**src/rtl/pc_fetch_ctrl_pkg.sv**
```systemverilog
// Shared encodings for the PC/fetch sequencer: next-PC select codes, FSM states
// and the default reset vector.
package pc_fetch_ctrl_pkg;

    typedef enum logic [1:0] {
        PCSRC_SEQ = 2'b00,
        PCSRC_BR  = 2'b01,
        PCSRC_J   = 2'b10,
        PCSRC_JR  = 2'b11
    } pcsrc_e;

    typedef enum logic [1:0] {
        ST_BOOT  = 2'b00,
        ST_FETCH = 2'b01,
        ST_HALT  = 2'b10
    } fetch_state_e;

    localparam logic [31:0] DEFAULT_RESET_VECTOR = 32'h0000_0000;

endpackage

```
**src/rtl/pc_fetch_ctrl_if.sv**
```systemverilog
// Fetch-side bundle between the core datapath / instruction memory and the
// PC sequencer. The sequencer uses the slave view, its environment the master view.
interface pc_fetch_ctrl_if #(
    parameter int AW = 32
);
    logic [1:0]    pc_src;
    logic          branch_taken;
    logic [AW-1:0] branch_target;
    logic [25:0]   jump_index;
    logic [AW-1:0] reg_target;
    logic          stall;
    logic          halt;
    logic          imem_ack;

    logic [AW-1:0] pc_out;
    logic [AW-1:0] pc_plus4;
    logic          imem_req;
    logic          instr_valid;
    logic          halted;
    logic          misalign_err;

    modport slave (
        input  pc_src, branch_taken, branch_target, jump_index, reg_target,
               stall, halt, imem_ack,
        output pc_out, pc_plus4, imem_req, instr_valid, halted, misalign_err
    );

    modport master (
        output pc_src, branch_taken, branch_target, jump_index, reg_target,
               stall, halt, imem_ack,
        input  pc_out, pc_plus4, imem_req, instr_valid, halted, misalign_err
    );
endinterface

```
**src/rtl/pc_fetch_ctrl_pc_next_mux.sv**
```systemverilog
// Combinational next-PC selection: sequential, conditional branch, j/jal
// pseudo-direct target, or jr register target.
module pc_next_mux
    import pc_fetch_ctrl_pkg::*;
#(
    parameter int AW = 32
) (
    input  logic [AW-1:0] pc,
    input  logic [1:0]    pc_src,
    input  logic          branch_taken,
    input  logic [AW-1:0] branch_target,
    input  logic [25:0]   jump_index,
    input  logic [AW-1:0] reg_target,
    output logic [AW-1:0] pc_plus4,
    output logic [AW-1:0] next_pc
);

    // Wraps naturally at 2^AW; there is deliberately no carry out.
    assign pc_plus4 = pc + {{(AW-3){1'b0}}, 3'b100};

    always_comb begin
        next_pc = pc_plus4;
        case (pcsrc_e'(pc_src))
            PCSRC_SEQ: next_pc = pc_plus4;
            PCSRC_BR:  next_pc = branch_taken ? branch_target : pc_plus4;
            PCSRC_J:   next_pc = {pc_plus4[AW-1:28], jump_index, 2'b00};
            PCSRC_JR:  next_pc = reg_target;
            default:   next_pc = pc_plus4;
        endcase
    end

endmodule

```
**src/rtl/pc_fetch_ctrl.sv**
```systemverilog
// Architectural PC register plus BOOT/FETCH/HALT sequencer. A fetch commits when
// memory acknowledges and the pipeline is not stalled; misaligned jr targets trap.
module pc_fetch_ctrl
    import pc_fetch_ctrl_pkg::*;
#(
    parameter int            AW           = 32,
    parameter logic [AW-1:0] RESET_VECTOR = AW'(DEFAULT_RESET_VECTOR)
) (
    input  logic           clk,
    input  logic           reset,
    pc_fetch_ctrl_if.slave bus
);

    fetch_state_e  state_reg;
    logic [AW-1:0] pc_reg;
    logic          imem_req_reg;
    logic          halted_reg;
    logic          misalign_err_reg;

    logic [AW-1:0] pc_plus4;
    logic [AW-1:0] next_pc;
    logic          commit;
    logic          misaligned;

    pc_next_mux #(
        .AW (AW)
    ) u_next_mux (
        .pc            (pc_reg),
        .pc_src        (bus.pc_src),
        .branch_taken  (bus.branch_taken),
        .branch_target (bus.branch_target),
        .jump_index    (bus.jump_index),
        .reg_target    (bus.reg_target),
        .pc_plus4      (pc_plus4),
        .next_pc       (next_pc)
    );

    // A stalled acknowledge is not a commit: the same word is re-presented.
    assign commit     = (state_reg == ST_FETCH) && bus.imem_ack && !bus.stall;
    assign misaligned = (next_pc[1:0] != 2'b00);

    always_ff @(posedge clk) begin
        if (reset) begin
            state_reg        <= ST_BOOT;
            pc_reg           <= RESET_VECTOR;
            imem_req_reg     <= 1'b0;
            halted_reg       <= 1'b0;
            misalign_err_reg <= 1'b0;
        end else begin
            case (state_reg)
                ST_BOOT: begin
                    state_reg    <= ST_FETCH;
                    imem_req_reg <= 1'b1;
                end
                ST_FETCH: begin
                    if (commit) begin
                        // A bad target is trapped before it reaches the PC.
                        if (misaligned) begin
                            misalign_err_reg <= 1'b1;
                            state_reg        <= ST_HALT;
                            imem_req_reg     <= 1'b0;
                            halted_reg       <= 1'b1;
                        end else begin
                            pc_reg <= next_pc;
                            if (bus.halt) begin
                                state_reg    <= ST_HALT;
                                imem_req_reg <= 1'b0;
                                halted_reg   <= 1'b1;
                            end
                        end
                    end
                end
                ST_HALT: begin
                    imem_req_reg <= 1'b0;
                    halted_reg   <= 1'b1;
                end
                default: begin
                    state_reg    <= ST_BOOT;
                    imem_req_reg <= 1'b0;
                    halted_reg   <= 1'b0;
                end
            endcase
        end
    end

    assign bus.pc_out       = pc_reg;
    assign bus.pc_plus4     = pc_plus4;
    assign bus.imem_req     = imem_req_reg;
    assign bus.instr_valid  = commit;
    assign bus.halted       = halted_reg;
    assign bus.misalign_err = misalign_err_reg;

endmodule

```
**src/flat_wrapper.sv**
```systemverilog
// flat-port wrapper written by rule: the top's interface ports become plain ports
module pc_fetch_ctrl_flat import pc_fetch_ctrl_pkg::*;
#(
    parameter int            AW           = 32,
    parameter logic [AW-1:0] RESET_VECTOR = AW'(DEFAULT_RESET_VECTOR)
)
  (clk, reset, bus_pc_src, bus_branch_taken, bus_branch_target, bus_jump_index, bus_reg_target, bus_stall, bus_halt, bus_imem_ack, bus_pc_out, bus_pc_plus4, bus_imem_req, bus_instr_valid, bus_halted, bus_misalign_err);
  pc_fetch_ctrl_if #(.AW(AW)) bus_i ();
  input  logic clk;
  input  logic reset;
  input wire logic [$bits(bus_i.pc_src)-1:0] bus_pc_src;
  input wire logic [$bits(bus_i.branch_taken)-1:0] bus_branch_taken;
  input wire logic [$bits(bus_i.branch_target)-1:0] bus_branch_target;
  input wire logic [$bits(bus_i.jump_index)-1:0] bus_jump_index;
  input wire logic [$bits(bus_i.reg_target)-1:0] bus_reg_target;
  input wire logic [$bits(bus_i.stall)-1:0] bus_stall;
  input wire logic [$bits(bus_i.halt)-1:0] bus_halt;
  input wire logic [$bits(bus_i.imem_ack)-1:0] bus_imem_ack;
  output wire logic [$bits(bus_i.pc_out)-1:0] bus_pc_out;
  output wire logic [$bits(bus_i.pc_plus4)-1:0] bus_pc_plus4;
  output wire logic [$bits(bus_i.imem_req)-1:0] bus_imem_req;
  output wire logic [$bits(bus_i.instr_valid)-1:0] bus_instr_valid;
  output wire logic [$bits(bus_i.halted)-1:0] bus_halted;
  output wire logic [$bits(bus_i.misalign_err)-1:0] bus_misalign_err;
  assign bus_i.pc_src = bus_pc_src;
  assign bus_i.branch_taken = bus_branch_taken;
  assign bus_i.branch_target = bus_branch_target;
  assign bus_i.jump_index = bus_jump_index;
  assign bus_i.reg_target = bus_reg_target;
  assign bus_i.stall = bus_stall;
  assign bus_i.halt = bus_halt;
  assign bus_i.imem_ack = bus_imem_ack;
  assign bus_pc_out = bus_i.pc_out;
  assign bus_pc_plus4 = bus_i.pc_plus4;
  assign bus_imem_req = bus_i.imem_req;
  assign bus_instr_valid = bus_i.instr_valid;
  assign bus_halted = bus_i.halted;
  assign bus_misalign_err = bus_i.misalign_err;
  pc_fetch_ctrl #(.AW(AW), .RESET_VECTOR(RESET_VECTOR)) u_core (.clk(clk), .reset(reset), .bus(bus_i));
endmodule
```
**config.mk**
```make
export PLATFORM = sky130hd
export DESIGN_NAME = pc_fetch_ctrl_flat
export DESIGN_NICKNAME = d
export VERILOG_FILES = /design/src/rtl/pc_fetch_ctrl_pkg.sv /design/src/rtl/pc_fetch_ctrl_if.sv /design/src/rtl/pc_fetch_ctrl_pc_next_mux.sv /design/src/rtl/pc_fetch_ctrl.sv /design/src/flat_wrapper.sv
export SDC_FILE = /design/constraint.sdc
export NUM_CORES = 1
export LEC_CHECK = 0
export CORE_UTILIZATION = 40
export CTS_BUF_LIST = sky130_fd_sc_hd__clkbuf_16
export DETAILED_ROUTE_END_ITERATION = 6
export PLACE_DENSITY = 0.84
export RECOVER_POWER = 50
export SLEW_MARGIN = 20
export SYNTH_ARGS = -nofsm -noshare
export SYNTH_HDL_FRONTEND = slang
export SYNTH_SLANG_ARGS = --single-unit
```
**constraint.sdc**
```tcl
create_clock -name clk -period 2.5 [get_ports clk]
set_input_delay 0.5 -clock clk [delete_from_list [all_inputs] [get_ports clk]]
set_output_delay 0.5 -clock clk [all_outputs]
set_load 0.1 [all_outputs]
```
; Word level (Yosys, flattened, before mapping)
; Index checks and enable logic that the tools add are counted.
[op_classes]
order_cmp = 0
n_addsub = 1
div = 0
bitwise = 3
eq_ne = 7
muxes = 14
shifts = 0
multipliers = 0
n_reduce_logical = 11
[op_table]
columns = operator, n
row1 = case mux 32 bit (4 select lines), 1
row2 = adder 32 x 3 -> 32 bit (second input constant), 1
row3 = 2-to-1 mux 32 bit, 1
row4 = AND reduction 3 bit, 4
row5 = equality test 2 bit (second input constant), 3
row6 = 2-to-1 mux 1 bit, 6
row7 = 2-to-1 mux 2 bit, 3
row8 = case mux 2 bit (3 select lines), 1
row9 = equality test 2 x 1 -> 1 bit (second input constant), 2
row10 = logical NOT 2 bit, 2
row11 = inequality test 3 x 2 -> 1 bit (second input constant), 1
row12 = NOT 1 bit, 3
row13 = case mux 1 bit (3 select lines), 1
row14 = logical AND 1 bit, 2
row15 = inequality test 2 bit (second input constant), 1
row16 = case mux 1 bit (2 select lines), 1
row17 = AND reduction 2 bit, 1
row18 = nonzero test 2 bit, 1
row19 = logical NOT 1 bit, 1
[totals]
latch_bits = 0
mem_bits_ro = 0
inputBits = 98
mem_count = 0
elab_cells = 41
out_inout_bits = 68
reg_bits = 37
ram_bits = 0

; Depth between registers and ports, before layout
; Gate-level depths: netlist of the first run.
[logic_depth]
ltp_word = 7
depth_mapped = 8
depth_no_buf = 7

; Modules after synthesis
; From an unflattened synthesis of the first run, not the netlist that was laid out.
[hier_totals]
cells_unflattened = 415
hier_area_um2 = 3211.8
[modules_own_cells]
columns = module, cells_per_inst, area_each_um2, instances
row1 = pc_next_mux, 241, 1701.6, 1
row2 = pc_fetch_ctrl, 174, 1510.2, 1

; Worst setup path before layout of the first run
; Ideal clock, no wire load.
[synth_path]
path_type = register to output
startpoint = register u_core.pc_reg[2], in the netlist u_core.bus.pc_out[2]
endpoint = output bus_pc_plus4[22]
path_slack_ps = -2017
arrival_time_ps = 4017
stages_incl_launch_ff = 6
path_buffers = 0
required_time_ps = 2000
path_cell_list = dfxtp_1 ha_1 nand4_4 nor4_4 or3b_4 xnor2_1
[synth_via]
elab_chain_len = 1
[synth_lines]
columns = item, line
row1 = from (decl), pc_fetch_ctrl.sv:15  ; logic [AW-1:0] pc_reg;
row2 = from (signal assigned), pc_fetch_ctrl.sv:64  ; pc_reg <= next_pc;
row3 = adder 32 x 3 -> 32 bit, pc_fetch_ctrl_pc_next_mux.sv:19  ; assign pc_plus4 = pc + {{(AW-3){1'b0}}, 3'b100};
row4 = to (decl), flat_wrapper.sv:20  ; output wire logic [$bits(bus_i.pc_plus4)-1:0] bus_pc_plus4;
; Every way passes these cells.

; Worst setup path in the final report of the first run
[layout_path]
startpoint = register u_core.pc_reg[5], in the netlist u_core.bus.pc_out[5]
endpoint = output bus_pc_plus4[23]
; The elaborated chain is that of the path after synthesis.

==> flow_summary.ini, run 1 <==
[status]
outcome = finished, violations left
violated_checks = negative setup slack

[synthesis]
synth_edf_count = 0
synth_mux_area_share_pct = 2.34
synth.yosys.seq_area_share_pct = 23.5
synth.net_count = 504
synth_top_cell_area_share_pct = 23.5
synth-simple-area-share_pct = 22.3
synth-main-ff-cell = sky130_fd_sc_hd__dfxtp_1
ys_top_cells_by_count = 37 x sky130_fd_sc_hd__dfxtp_1, 31 x sky130_fd_sc_hd__o21ai_0, 29 x sky130_fd_sc_hd__a21oi_1
netlist_area_um2 = 3150
synth_compound_area_share_pct = 32.1
synth_most_common_cell = sky130_fd_sc_hd__dfxtp_1
syn_avg_cell_area_um2 = 7.85
yosys-top-cells-area = sky130_fd_sc_hd__dfxtp_1 24%, sky130_fd_sc_hd__xnor2_1 6.1%, sky130_fd_sc_hd__o21ai_0 4.9%
synthAdderAreaFrac_pct = 1.99
dominant_combinational_cell_family_by_area_after_synthesis = compound AO/OA/AOI/OAI gates
synth_xor_area_share_pct = 7.79
ys_warn_count = 0
synthCells = 401
ys_seq_elements = 37
synthDominantAreaCellType = sky130_fd_sc_hd__dfxtp_1
asyncSetResetFlopFracSynth_pct = 0
synth.lib_cells_used.distinct = 59

[setup_path]
reg2reg_setup_slack_ns = 0.38
startpoint_class_of_the_critical_path = flip-flop
arrival_time_worst_endpoint_ns = 2.16
critical_path.endpoint_type = output pin
reg2reg_to = u_core.bus.pc_out[22]
crit_chain = buf_8 -> nand4_1 -> nor3_2 -> buf_4 -> nor4b_4 -> buf_4 -> xnor2_4 -> buf_12
cp_required_ns = 2.00
cp_slowest_stage_delay_ns = 0.36
critPathSlowestCell = sky130_fd_sc_hd__dfxtp_4
cell_seen_most_often_among_critical_path_stages = sky130_fd_sc_hd__buf_4
ff2ff_path_depth = 7
path_max_fanout = 4
worstSetupPathType = flip-flop to output pin
worstReg2RegStart = u_core.bus.pc_out[2]

[power]
switch_pwr_mw = 1.17
p_comb_share_pct = 49.5
irDropWorstVdd_v = 0.000515
power_density_nw_per_um2 = 429
internal_dissipation_mw = 1.49
static-leakage-power_nw = 2.42
sw_frac_of_total_pct = 44.1
power_mw = 2.66
power_frac_clock_pct = 24.3
sequential_group_share_of_total_power_pct = 26.2

[detailed_routing]
route.detailed.vias_per_inst = 6.26
wl_per_cell_um = 21.8
route.vias.total = 4424
drc_errors = 0
final_routed_wirelength_um = 15400
drt_first_pass_iters = 6
drt_iter0_markers = 430
ant_nets = 0

[die]
die-width_um = 90.7
core.rowCount = 31
io-pin-count = 166
core_region_um2 = 7450
design.die.area_um2 = 8230
effective_utilization_at_floorplan_pct = 42.3
fp.dieH_um = 90.7

[min_path]
hold-path-cell-count = 2
hold_path_end = u_core.bus.halted
min_from = u_core.bus.halted
worstHoldPathType = flip-flop to flip-flop

[global_route]
global_route.overflow_total = 0
initial_antenna_violation_count = 0
grt_max_degree = 31
groute.usage.overall_pct = 32.9
use_met2_pct = 57.7
global_routing_met1_resource_utilization_pct = 39.3
grt.busiest_layer = met2
wire_length_of_the_first_global_routing_pass_um = 21600
first_global_vias = 4203
met3_usage_pct = 6.57

[finish]
largest_register_ff_count = 32
final_nets = 710
post_route_cells_drive_above_1_share_pct = 34.5
antenna-diode-count = 0
filler_cells = 442
layout_overhead_on_the_synthesized_area_pct = 97.1

[clock_network]
clock-root-buffer = sky130_fd_sc_hd__clkbuf_16
clock_sinks = 37
cts.path.max_buffers = 2
number_of_levels_in_the_clock_h_tree = 2
tritoncts = built
clock_latency_reported_for_the_late_side_of_the_worst_skew_pair_ns = 0.30
clk_transition_reported_paths_ns = 0.06
cts_buffers = 5

[timing]
period_share_pct = 106
clock_skew_ns = 0.0114
finalHoldViolations = 0
layout_min_cycle_time_ns = 2.66
slew_violations = 0
rsz_0062_raised_after_global_routing = yes
max_clk_rate_mhz = 376
timing.final.setup_violations = 10
relSlewSlack_pct = 19.1
holdWs_ns = 0.482
setup_slack_ns = -0.158
tightest_slew_ns = 1.22

[place]
port_buffers = 165
place.gp.congestion = 0.856
dp_hpwl_um = 9620

[run]
max_cap_viol_count = 0
logic make-up after synthesis:
kind of cell / Yosys count
multiplexers: 6
AND/OR/NAND/NOR: 120
adder cells (fa/ha/maj): 5
flip-flops: 37
AO/OA/AOI/OAI: 145
buffers and inverters: 60
XOR/XNOR: 28
metrics by stage:
stage / cell area [um2] / cells / TNS [ns] / worst slack, ns / utilization (%)
4_1_cts: 6070 / 687 / -0.192 / -0.0990 / 81.5
6_report: 6200 / 707 / -0.821 / -0.158 / 83.3
3_3_place_gp: 5740 / 658 / 0 / 0.126 / 77.1
3_5_place_dp: 5740 / 658 / 0 / 0.0750 / 77.1
2_1_floorplan: 3770 / 401 / -5.21 / -0.503 / -
5_1_grt: 6200 / 707 / -1.73 / -0.240 / 83.3
repair_timing:
action,in CTS,in global routing
pin swaps,9,14
cloned,0,1
endpoints found under the hold margin,0,0
hold buffers,0,0
endpoints found under the setup margin,14,18
buffers inserted,21,19
gates resized for setup,6,18
cell usage in the layout, fill, tap and decap left out, types with 12 or more instances in the layout:
master	netlist	final
sky130_fd_sc_hd__buf_4	4	71
sky130_fd_sc_hd__buf_12	1	31
sky130_fd_sc_hd__a21oi_1	29	29
sky130_fd_sc_hd__xnor2_4	0	18
sky130_fd_sc_hd__o32ai_1	15	15
sky130_fd_sc_hd__inv_1	23	23
sky130_fd_sc_hd__o31a_1	12	12
sky130_fd_sc_hd__clkbuf_1	18	26
sky130_fd_sc_hd__a22o_1	17	17
sky130_fd_sc_hd__nor2_1	26	24
sky130_fd_sc_hd__clkdlybuf4s50_1	0	96
sky130_fd_sc_hd__dfxtp_4	0	19
sky130_fd_sc_hd__a22oi_1	19	19
sky130_fd_sc_hd__nand2_1	26	25
sky130_fd_sc_hd__o21ai_0	31	31
critical path, delay by kind of cell, from the launching register on:
kind | cells | cell delay, ns
xor+xnor | 1 | 0.14
buf+inv | 4 | 0.69
flops | 1 | 0.36
simple gates | 3 | 0.66
power groups by stage:
stage	combinational (mW)	clock, mW	sequential (mW)
after CTS	1.29	0.637	0.697
final	1.32	0.648	0.697
after detailed placement	1.26	0	0.719
after floorplan	0.592	0	0.959
after global routing	1.37	0.676	0.703
after global placement	1.24	0	0.713
worst max-delay path by stage:
stage | from | end | depth (start not counted)
2_1_floorplan | u_core.bus.pc_out[5] | bus_pc_plus4[25] | 5
3_3_place_gp | bus_branch_taken | u_core.bus.pc_out[25] | 6
3_5_place_dp | bus_branch_taken | u_core.bus.pc_out[25] | 6
4_1_cts | u_core.bus.pc_out[15] | bus_pc_plus4[25] | 5
5_1_grt | u_core.bus.pc_out[3] | bus_pc_plus4[23] | 8
6_report | u_core.bus.pc_out[5] | bus_pc_plus4[23] | 8
per-layer routing:
metal,vias up,share of wire [%]
met4,0,4.1
met1,2070,36
met3,66,11
li1,1924,-
met2,364,49
met5,-,0
cell type report:
| type | instances | area [um2] | share of cell area, % |
|---|---|---|---|
| clock buffer | 5 | 125 | 2.02 |
| clock inverter | 3 | 16.3 | 0.262 |
| inverter | 23 | 86.3 | 1.39 |
| multi-input combinational | 304 | 2690 | 43.3 |
| sequential | 37 | 822 | 13.3 |
| tap | 99 | 124 | 2.00 |
| timing repair buffer | 236 | 2340 | 37.8 |
(Power assumes the default switching activity.)
==> inputs of run 2 (changes only) <==
--- a/config.mk
+++ b/config.mk
@@ -5,8 +5,10 @@
 export SDC_FILE = /design/constraint.sdc
 export NUM_CORES = 1
 export LEC_CHECK = 0
+export CAP_MARGIN = 15
 export CORE_UTILIZATION = 40
 export CTS_BUF_LIST = sky130_fd_sc_hd__clkbuf_16
+export CTS_CLUSTER_SIZE = 28
 export DETAILED_ROUTE_END_ITERATION = 6
 export PLACE_DENSITY = 0.84
 export RECOVER_POWER = 50
==> results of run 2 <==
Same layout as run 1: the final DEF is identical, and so are final timing and power.
==> inputs of run 3 (changes only) <==
--- a/config.mk
+++ b/config.mk
@@ -10,9 +10,10 @@
 export CTS_BUF_LIST = sky130_fd_sc_hd__clkbuf_16
 export CTS_CLUSTER_SIZE = 28
 export DETAILED_ROUTE_END_ITERATION = 6
+export GPL_TIMING_DRIVEN = 0
 export PLACE_DENSITY = 0.84
 export RECOVER_POWER = 50
-export SLEW_MARGIN = 20
+export REMOVE_ABC_BUFFERS = 1
 export SYNTH_ARGS = -nofsm -noshare
 export SYNTH_HDL_FRONTEND = slang
 export SYNTH_SLANG_ARGS = --single-unit
==> run 3 against run 2 <==
Critical endpoint is now bus_pc_plus4[25]; largest cell class unchanged; critical path depth down 2; maximum frequency down 1.6%; worst setup slack lost 0.044 ns; clock power fell by 7.9%; the run still ends with negative setup slack left; register-to-register slack better by 0.02 ns; wire length shrank 13%; first-iteration DRC count is 31% lower; sequential share of layout area grew 0.94 points; clock skew shrank 0.0066 ns; count of clock-buffer cells in the layout unchanged; global-route usage is 2.5 points lower; flip-flop and latch count is the same.
==> flow_summary.ini, run 3 (synthesis gave the netlist of run 1 again) <==
[status]
outcome = finished, violations left
violated_checks = negative setup slack

[place]
port_buffers = 165
place.gp.congestion = 0.820
dp_slack_ns = -1.98
dp_hpwl_um = 8250

[timing]
slew_violations = 0
finalHoldViolations = 0
clock_skew_ns = 0.00484
tightest_slew_ns = 1.20
setup_slack_ns = -0.202
max_clk_rate_mhz = 370
timing.final.setup_violations = 10
rsz_0062_raised_after_global_routing = yes
period_share_pct = 108
relSlewSlack_pct = 20.1
layout_min_cycle_time_ns = 2.70

[run]
max_cap_viol_count = 0

[die]
die-width_um = 90.7
core_region_um2 = 7450
fp.dieH_um = 90.7
io-pin-count = 166
design.die.area_um2 = 8230
core.rowCount = 31
effective_utilization_at_floorplan_pct = 42.3

[clock_network]
clock_sinks = 37
tritoncts = built
holdBufCountCts = 0
cts.path.max_buffers = 2
number_of_levels_in_the_clock_h_tree = 2
clock-root-buffer = sky130_fd_sc_hd__clkbuf_16
cts_buffers = 5
clock_latency_reported_for_the_late_side_of_the_worst_skew_pair_ns = 0.28
clk_transition_reported_paths_ns = 0.06

[detailed_routing]
drt_iter0_markers = 296
route.vias.total = 4209
ant_nets = 0
wl_per_cell_um = 19.2
drc_errors = 0
route.detailed.vias_per_inst = 6.03
final_routed_wirelength_um = 13400
drt_first_pass_iters = 5

[global_route]
initial_antenna_violation_count = 0
grt_max_degree = 44
first_global_vias = 4058
wire_length_of_the_first_global_routing_pass_um = 20200
global_route.overflow_total = 0
groute.usage.overall_pct = 30.4

[setup_path]
reg2reg_to = u_core.bus.pc_out[22]
reg2reg_setup_slack_ns = 0.40
cp_required_ns = 2.00
critical_path.endpoint_type = output pin
setup.worst_path.end = bus_pc_plus4[25]
worstSetupPathType = flip-flop to output pin
arrival_time_worst_endpoint_ns = 2.20
startpoint_class_of_the_critical_path = flip-flop
worstReg2RegStart = u_core.bus.pc_out[3]
worstSetupStartpoint = u_core.bus.pc_out[15]
ff2ff_path_depth = 7
path_max_fanout = 6

[finish]
multi_input_area_um2 = 2390
final-seq-area_um2 = 813
largest_register_ff_count = 32
layout_overhead_on_the_synthesized_area_pct = 82.0
final_nets = 702
filler_cells = 521
antenna-diode-count = 0
layout_common_cells = 127 x sky130_fd_sc_hd__clkdlybuf4s50_1, 54 x sky130_fd_sc_hd__buf_4, 31 x sky130_fd_sc_hd__o21ai_0, 29 x sky130_fd_sc_hd__a21oi_1, 24 x sky130_fd_sc_hd__inv_1
post_route_cells_drive_above_1_share_pct = 28.4
layout_commonest_cell = sky130_fd_sc_hd__clkdlybuf4s50_1

[power]
power_density_nw_per_um2 = 442
static-leakage-power_nw = 2.28
irDropWorstVdd_v = 0.000621
power_mw = 2.53

[min_path]
worstHoldPathType = flip-flop to flip-flop
[run 3: changes by cell type in the layout (fill, tap and decap cells not counted), sizes merged]
| cell | before | now |
|---|---|---|
| clkdlybuf4s50 | 96 | 127 |
| buf | 113 | 83 |
| clkbuf | 31 | 13 |
| clkdlybuf4s15 | 0 | 4 |
| dlygate4sd2 | 0 | 2 |
| a21o | 1 | 2 |
| clkdlybuf4s25 | 0 | 1 |
| clkinv | 2 | 1 |
| dlygate4sd3 | 1 | 0 |
| dlymetal6s2s | 0 | 1 |
| nand3 | 13 | 14 |
[run 3: critical path: stages, from the launching register on]
cell and delay [ns]:
sky130_fd_sc_hd__dfxtp_4 0.36, sky130_fd_sc_hd__nand4_1 0.17, sky130_fd_sc_hd__nor4_4 0.28, sky130_fd_sc_hd__buf_4 0.19, sky130_fd_sc_hd__or4b_4 0.50, sky130_fd_sc_hd__xnor2_2 0.17
sky130_fd_sc_hd__buf_6 0.25
[run 3: area by class of cell]
cell class | instances | share of cell area [%]
multi-input combinational | 306 | 41.8
timing repair buffer | 226 | 38.1
sequential | 37 | 14.2
clock buffer | 5 | 2.18
tap | 99 | 2.16
inverter | 23 | 1.51
clock inverter | 2 | 0.131
[run 3: per-layer routing]
metal  wire length, um  part of all wire (%)  GRT usage [%]
met5                 0                     0              0
met4               341                   2.5           9.27
met3              1220                   9.1           6.40
met2              6740                    50           54.7
met1              5100                    38           35.6
[run 3: how the worst min path moves through the flow]
stage | start | end | cells past startpoint
after floorplan | u_core.state_reg[1] | u_core.state_reg[1] | 2
after global placement | u_core.bus.misalign_err | u_core.bus.misalign_err | 2
after detailed placement | u_core.bus.misalign_err | u_core.bus.misalign_err | 2
after CTS | u_core.bus.misalign_err | u_core.bus.misalign_err | 2
after global routing | u_core.bus.halted | u_core.bus.halted | 2
final | u_core.bus.misalign_err | u_core.bus.misalign_err | 2
[run 3: timing repair]
item,4_1_cts,5_1_grt
cloned,2,0
buffers inserted,40,27
hold endpoints to repair,0,0
gates resized for setup,227,67
pin swaps,19,21
setup endpoints to repair,70,29
[run 3: report_power, final]
group	total [mW]	internal [mW]	switching (mW)
clock	0.597	0.357	0.241
sequential	0.693	0.634	0.0594
combinational	1.24	0.448	0.795
[run 3: through the flow]
stage	cells	utilization (%)	area, um2	hold WS, ns	TNS [ns]
floorplan	364	-	2920	0.490	-53.07
global placement	628	63.1	4700	0.452	-109.33
detailed placement	633	64.1	4770	0.455	-84.23
CTS	672	71.7	5340	0.470	-0.423
global route	698	76.9	5730	0.525	-2.72
finish	698	76.9	5730	0.467	-0.994
